**src/rtl/ps2_scancode_rx.sv**
```systemverilog
// PS/2 keyboard receiver: sync + glitch filter + frame FSM + E0/F0 prefix decoder.
// Latency: raw stop-bit falling edge to key_valid/frame_err = FILTER_LEN+4 clk cycles.
// Backpressure: none; events are one-cycle pulses. Macro PS2_PARITY_CHECK_EN enables odd-parity checking.
module ps2_scancode_rx #(
  parameter int unsigned FILTER_LEN = 4,
  parameter logic [15:0] TIMEOUT    = 16'd50000
) (
  input  logic       clk,
  input  logic       reset,
  input  logic       ps2_clk,
  input  logic       ps2_data,
  output logic [7:0] keycode,
  output logic       key_make,
  output logic       key_ext,
  output logic       key_valid,
  output logic       frame_err
);

  typedef enum logic [1:0] {ST_IDLE, ST_DATA, ST_PARITY, ST_STOP} state_t;

  localparam logic [3:0]  FLT_LAST = 4'(FILTER_LEN - 1);
  localparam logic [15:0] WDOG_LAST = TIMEOUT - 16'd1;

  // Input conditioning state
  logic       clk_s1_q, clk_s2_q, dat_s1_q, dat_s2_q;
  logic [3:0] flt_cnt_q;
  logic       clk_f_q, clk_f_prev_q, fall_q;

  // Frame and decoder state
  state_t      state_q, state_d;
  logic [2:0]  bitcnt_q, bitcnt_d;
  logic [7:0]  shreg_q, shreg_d;
  logic        par_q, par_d;
  logic [15:0] wdog_q, wdog_d;
  logic        ext_pend_q, ext_pend_d;
  logic        brk_pend_q, brk_pend_d;
  logic [7:0]  keycode_q, keycode_d;
  logic        make_q, make_d;
  logic        kext_q, kext_d;
  logic        valid_q, valid_d;
  logic        err_q, err_d;
  logic        stop_ok;
  logic        byte_done;

  // Synchronize both lines, debounce ps2_clk, and register its falling edge.
  always_ff @(posedge clk or posedge reset) begin
    if (reset) begin
      clk_s1_q     <= 1'b1;
      clk_s2_q     <= 1'b1;
      dat_s1_q     <= 1'b1;
      dat_s2_q     <= 1'b1;
      flt_cnt_q    <= 4'd0;
      clk_f_q      <= 1'b1;
      clk_f_prev_q <= 1'b1;
      fall_q       <= 1'b0;
    end else begin
      clk_s1_q     <= ps2_clk;
      clk_s2_q     <= clk_s1_q;
      dat_s1_q     <= ps2_data;
      dat_s2_q     <= dat_s1_q;
      clk_f_prev_q <= clk_f_q;
      fall_q       <= clk_f_prev_q & ~clk_f_q;
      if (clk_s2_q == clk_f_q) begin
        flt_cnt_q <= 4'd0;
      end else if (flt_cnt_q == FLT_LAST) begin
        flt_cnt_q <= 4'd0;
        clk_f_q   <= clk_s2_q;
      end else begin
        flt_cnt_q <= flt_cnt_q + 4'd1;
      end
    end
  end

  // Frame/decoder state registers.
  always_ff @(posedge clk or posedge reset) begin
    if (reset) begin
      state_q    <= ST_IDLE;
      bitcnt_q   <= 3'd0;
      shreg_q    <= 8'd0;
      par_q      <= 1'b0;
      wdog_q     <= 16'd0;
      ext_pend_q <= 1'b0;
      brk_pend_q <= 1'b0;
      keycode_q  <= 8'd0;
      make_q     <= 1'b0;
      kext_q     <= 1'b0;
      valid_q    <= 1'b0;
      err_q      <= 1'b0;
    end else begin
      state_q    <= state_d;
      bitcnt_q   <= bitcnt_d;
      shreg_q    <= shreg_d;
      par_q      <= par_d;
      wdog_q     <= wdog_d;
      ext_pend_q <= ext_pend_d;
      brk_pend_q <= brk_pend_d;
      keycode_q  <= keycode_d;
      make_q     <= make_d;
      kext_q     <= kext_d;
      valid_q    <= valid_d;
      err_q      <= err_d;
    end
  end

  // Stop-bit acceptance; parity only matters when checking is compiled in.
`ifdef PS2_PARITY_CHECK_EN
  assign stop_ok = dat_s2_q & (^{shreg_q, par_q});
`else
  assign stop_ok = dat_s2_q;
`endif

  // Next-state: frame FSM, watchdog, prefix decoder and output events.
  always_comb begin
    state_d    = state_q;
    bitcnt_d   = bitcnt_q;
    shreg_d    = shreg_q;
    par_d      = par_q;
    wdog_d     = wdog_q;
    ext_pend_d = ext_pend_q;
    brk_pend_d = brk_pend_q;
    keycode_d  = keycode_q;
    make_d     = make_q;
    kext_d     = kext_q;
    valid_d    = 1'b0;
    err_d      = 1'b0;
    byte_done  = 1'b0;

    // wdog_q holds the number of cycles elapsed since the last fall.
    if (fall_q) begin
      wdog_d = 16'd1;
    end else if (state_q == ST_IDLE) begin
      wdog_d = 16'd0;
    end else begin
      wdog_d = wdog_q + 16'd1;
    end

    case (state_q)
      ST_IDLE: begin
        if (fall_q) begin
          if (!dat_s2_q) begin
            state_d  = ST_DATA;
            bitcnt_d = 3'd0;
          end else begin
            err_d = 1'b1;
          end
        end
      end
      ST_DATA: begin
        if (fall_q) begin
          shreg_d  = {dat_s2_q, shreg_q[7:1]};
          bitcnt_d = bitcnt_q + 3'd1;
          if (bitcnt_q == 3'd7) begin
            state_d = ST_PARITY;
          end
        end
      end
      ST_PARITY: begin
        if (fall_q) begin
          par_d   = dat_s2_q;
          state_d = ST_STOP;
        end
      end
      ST_STOP: begin
        if (fall_q) begin
          state_d = ST_IDLE;
          if (stop_ok) begin
            byte_done = 1'b1;
          end else begin
            err_d = 1'b1;
          end
        end
      end
      default: state_d = ST_IDLE;
    endcase

    // A fall arriving on the deciding cycle keeps the frame alive.
    if (state_q != ST_IDLE && !fall_q && wdog_q == WDOG_LAST) begin
      state_d = ST_IDLE;
      wdog_d  = 16'd0;
      err_d   = 1'b1;
    end

    if (byte_done) begin
      if (shreg_q == 8'hE0) begin
        ext_pend_d = 1'b1;
      end else if (shreg_q == 8'hF0) begin
        brk_pend_d = 1'b1;
      end else begin
        keycode_d  = shreg_q;
        kext_d     = ext_pend_q;
        make_d     = ~brk_pend_q;
        valid_d    = 1'b1;
        ext_pend_d = 1'b0;
        brk_pend_d = 1'b0;
      end
    end

    if (err_d) begin
      ext_pend_d = 1'b0;
      brk_pend_d = 1'b0;
    end
  end

  assign keycode   = keycode_q;
  assign key_make  = make_q;
  assign key_ext   = kext_q;
  assign key_valid = valid_q;
  assign frame_err = err_q;

endmodule
```
**config.mk**
```make
export PLATFORM = sky130hd
export DESIGN_NAME = ps2_scancode_rx
export DESIGN_NICKNAME = d
export VERILOG_FILES = /design/src/rtl/ps2_scancode_rx.sv
export SDC_FILE = /design/constraint.sdc
export NUM_CORES = 1
export LEC_CHECK = 0
export BUFFER_PORTS_ARGS = -buffer_cell sky130_fd_sc_hd__buf_4
export CORE_ASPECT_RATIO = 0.75
export CORE_MARGIN = 2
export CORE_UTILIZATION = 67
export CTS_BUF_LIST = sky130_fd_sc_hd__clkbuf_4 sky130_fd_sc_hd__clkbuf_8
export CTS_CLUSTER_SIZE = 12
export DETAILED_ROUTE_END_ITERATION = 12
export PLACE_DENSITY = 0.87
export SLEW_MARGIN = 20
export SYNTH_ARGS = -nofsm -noshare
export SYNTH_HDL_FRONTEND = slang
export SYNTH_SLANG_ARGS = --single-unit
```
**constraint.sdc**
```tcl
create_clock -name clk -period 3.1 [get_ports clk]
set_input_delay 0.31 -clock clk [delete_from_list [all_inputs] [get_ports clk]]
set_output_delay 0.31 -clock clk [all_outputs]
set_load 0.05 [all_outputs]
```
==> results.md <==
- Status: finished clean
- Root Buffer: clkbuf_8
- Seq cells post-synth: 54
- Sequential fraction of the synthesis area: 56.10%
- Die H: 56.08 um
- Vias/cell: 6.125
- CP peak stage delay: 0.52 ns
- Type of the worst min-delay path: input port to flip-flop
- Async S/R FF share, synth: 100.0%
- Synth area leader: dfrtp_1
- FMAX: 504.9 MHz
- Most common cell on crit path: nor2_1
- Largest net degree at the start of global routing: 55
- Crit end category: flip-flop
- Slew Viols, Final: 0
- Final Hold Violating Endpoints: 0
- Cell Area, Synth: 0.002422 mm2
- Ys Warns: 0
- Cell variety after synth: 37
- CP Data Arrival Time: 2.15 ns
- Initial DRC Count: 149
- Antenna cell count: 0
- Total CTS buffers: 5
- Die Area: 0.004118 mm2
- CTS tree: yes
- EDFF count, synth: 0
- Post-synthesis net count: 219
- WL final: 4.512 mm
- Slowest CP cell: o21ai_2
- Max-cap viol count: 0
- PD cells: 832.8 mW/mm2
- Peak supply drop: 0.6111 mV
- Max FO, Critical Path: 14
- Crit path kind: flip-flop to flip-flop
- Htree depth: 2
- Core area: 0.003378 mm2
- Placed Instance Area: 0.002544 mm2
- Skew-Pair Late Insertion Delay: 0.31 ns
- R2R cell count: 6
- Nets: 235
- Slew HR: 41.46%
- # DRC: 0
- First-pass GRT wire length: 7.472 mm
- IO buf count: 15
- Leak: 1.182 nW
- Antenna violations before repair: 0
- Hold Crit Depth: 1
- GPL Wtd Cong: 0.7619
- Area contributors post-synth: dfrtp_1, mux2_2, dfstp_2
- Post-DR wirelength/cell: 17.09 um
- Predominant post-synthesis flop cell: dfrtp_1
- Clock Skew: 0.005634 ns
- DRT Pass-1 Iters: 4
- CP Launch Type: flip-flop
- Area Growth Syn to Fin: 8.781%
- Reg clk slew, reported paths: 0.10 ns
- Clock tree buffer depth: 2
- Fin crit period: 1.981 ns
- I/O pin count: 16
- TNS Setup: 0 ns
- Fraction of layout cells with a size suffix above 1: 24.11%
- Final period util: 63.89%
- CP Data Required Time: 3.27 ns
- Global Route Usage Sum: 24.04%
- Top-count cell post-synth: dfrtp_1
- Post-CTS sizing: 0
- Worst slew pin tran: 0.8771 ns
- Remaining Overflow, GRT: 0
- Hold WS: 0.09867 ns
- Synth cell count leaders: dfrtp_1, nor2_1, mux2_2
- RSZ-0062 raised after global routing: no
- Yosys top cell area share: 49.59%
- Placed wire-length estimate: 3.184 mm
- Setup violations, final: 0
- # Post-CTS Setup Buffers: 0
- Vias in the first global route: 1563
- Mean Syn Cell Area: 11.70 um2
- Row cnt: 18
- DRT antenna net count: 0
- Clk sinks: 54
- Hold_buf cts: 0
- Fin area: 0.002635 mm2
- Crit path cell chain: inv_1 -> ha_1 -> nor2_1 -> nand3_1 -> o21ai_2 -> nor2_1
- Post-Syn Instances: 207
- DR vias: 1617
- Starting Density: 71.70%
- Die width: 73.43 um
==> through the flow <==
| stage | utilization (%) | setup WS (ns) | instances | power (W) |
|---|---|---|---|---|
| final | 78.00 | 1.119 | 264 | 0.002194 |
| after global routing | 78.00 | 0.9085 | 264 | 0.002329 |
| after CTS | 77.96 | 1.154 | 264 | 0.002199 |
| after detailed placement | 75.30 | 1.167 | 256 | 0.001812 |
| after global placement | 75.30 | 1.276 | 256 | 0.001742 |
| after floorplan | - | 1.438 | 207 | 0.001620 |
==> per-layer routing <==
layer | global-route usage (%) | part of all wire [%] | vias to the layer above
li1 | - | - | 755
met1 | 33.99 | 45 | 789
met2 | 36.68 | 48 | 65
met3 | 5.978 | 5.4 | 8
met4 | 7.792 | 1.7 | 0
met5 | 0 | 0 | -
==> cell type report <==
class / count / area, um2
well taps: 40 / 50.05
multi-input cells: 140 / 996.0
inverters: 7 / 27.53
flip-flops and latches: 54 / 1359
clock buffers: 5 / 68.82
fillers: 197 / 743.2
repair buffers: 15 / 112.6
clock inverters: 3 / 21.27
==> layout by cell type (no fill, tap or decap), types with 2 or more instances in the layout <==
cell type	netlist	layout
o21ai_0	5	5
nor2_1	28	28
mux2_4	3	3
and4_1	2	2
clkbuf_8	0	5
mux2_2	17	17
ha_1	8	8
xnor2_1	10	10
inv_1	7	6
a31oi_1	4	4
dfrtp_1	48	48
dfstp_2	6	6
nand3_1	9	9
buf_4	0	15
o32ai_1	2	2
nor2b_1	5	5
nand4_1	4	4
a21oi_1	2	2
nand2_1	10	10
nor3_1	7	7
xor2_1	5	5
clkinv_2	0	2
a22oi_1	2	2
nor4_1	4	4
==> cell families after synthesis <==
kind of cell	share of synthesized area, %
adder cells (fa/ha/maj)	4.132
AO/OA/AOI/OAI	5.785
AND/OR/NAND/NOR	15.60
XOR/XNOR	5.423
multiplexers	10.18
flip-flops	56.09
buffers and inverters	2.789
==> registers in the layout, summed over array words and instances (netlist names), 2 cells and up <==
name	cells
keycode	8
shreg_q	8
flt_cnt_q	4
wdog_q	16
bitcnt_q	3
state_q	2
==> final timing paths <==
kind                       startpoint    endpoint  slack [ns]
setup / recovery           state_q[0]   wdog_q[2]        1.12
hold / removal               ps2_data    dat_s1_q         0.1
setup reg to reg           state_q[0]   wdog_q[2]        1.12
hold reg to reg              clk_s1_q    clk_s2_q        0.36
max in group asynchronous       reset   wdog_q[7]        2.42
min in group asynchronous       reset  keycode[1]        0.15
==> critical path: cells and delay by family, from the launching register on <==
kind	cells	cell delay, ns
adder cells (fa/ha/maj)	1	0.29
flip-flops	1	0.41
AO/OA/AOI/OAI	1	0.52
AND/OR/NAND/NOR	3	0.54
buffers and inverters	1	0.08
==> power by group <==
group,internal [W],switching (W),total [W],leakage (nW)
sequential,0.000875,0.000152,0.00103,0.703
clock,0.000159,0.000231,0.000390,0.0441
combinational,0.000305,0.000472,0.000777,0.435
Power figures use the tool's default switching activity.
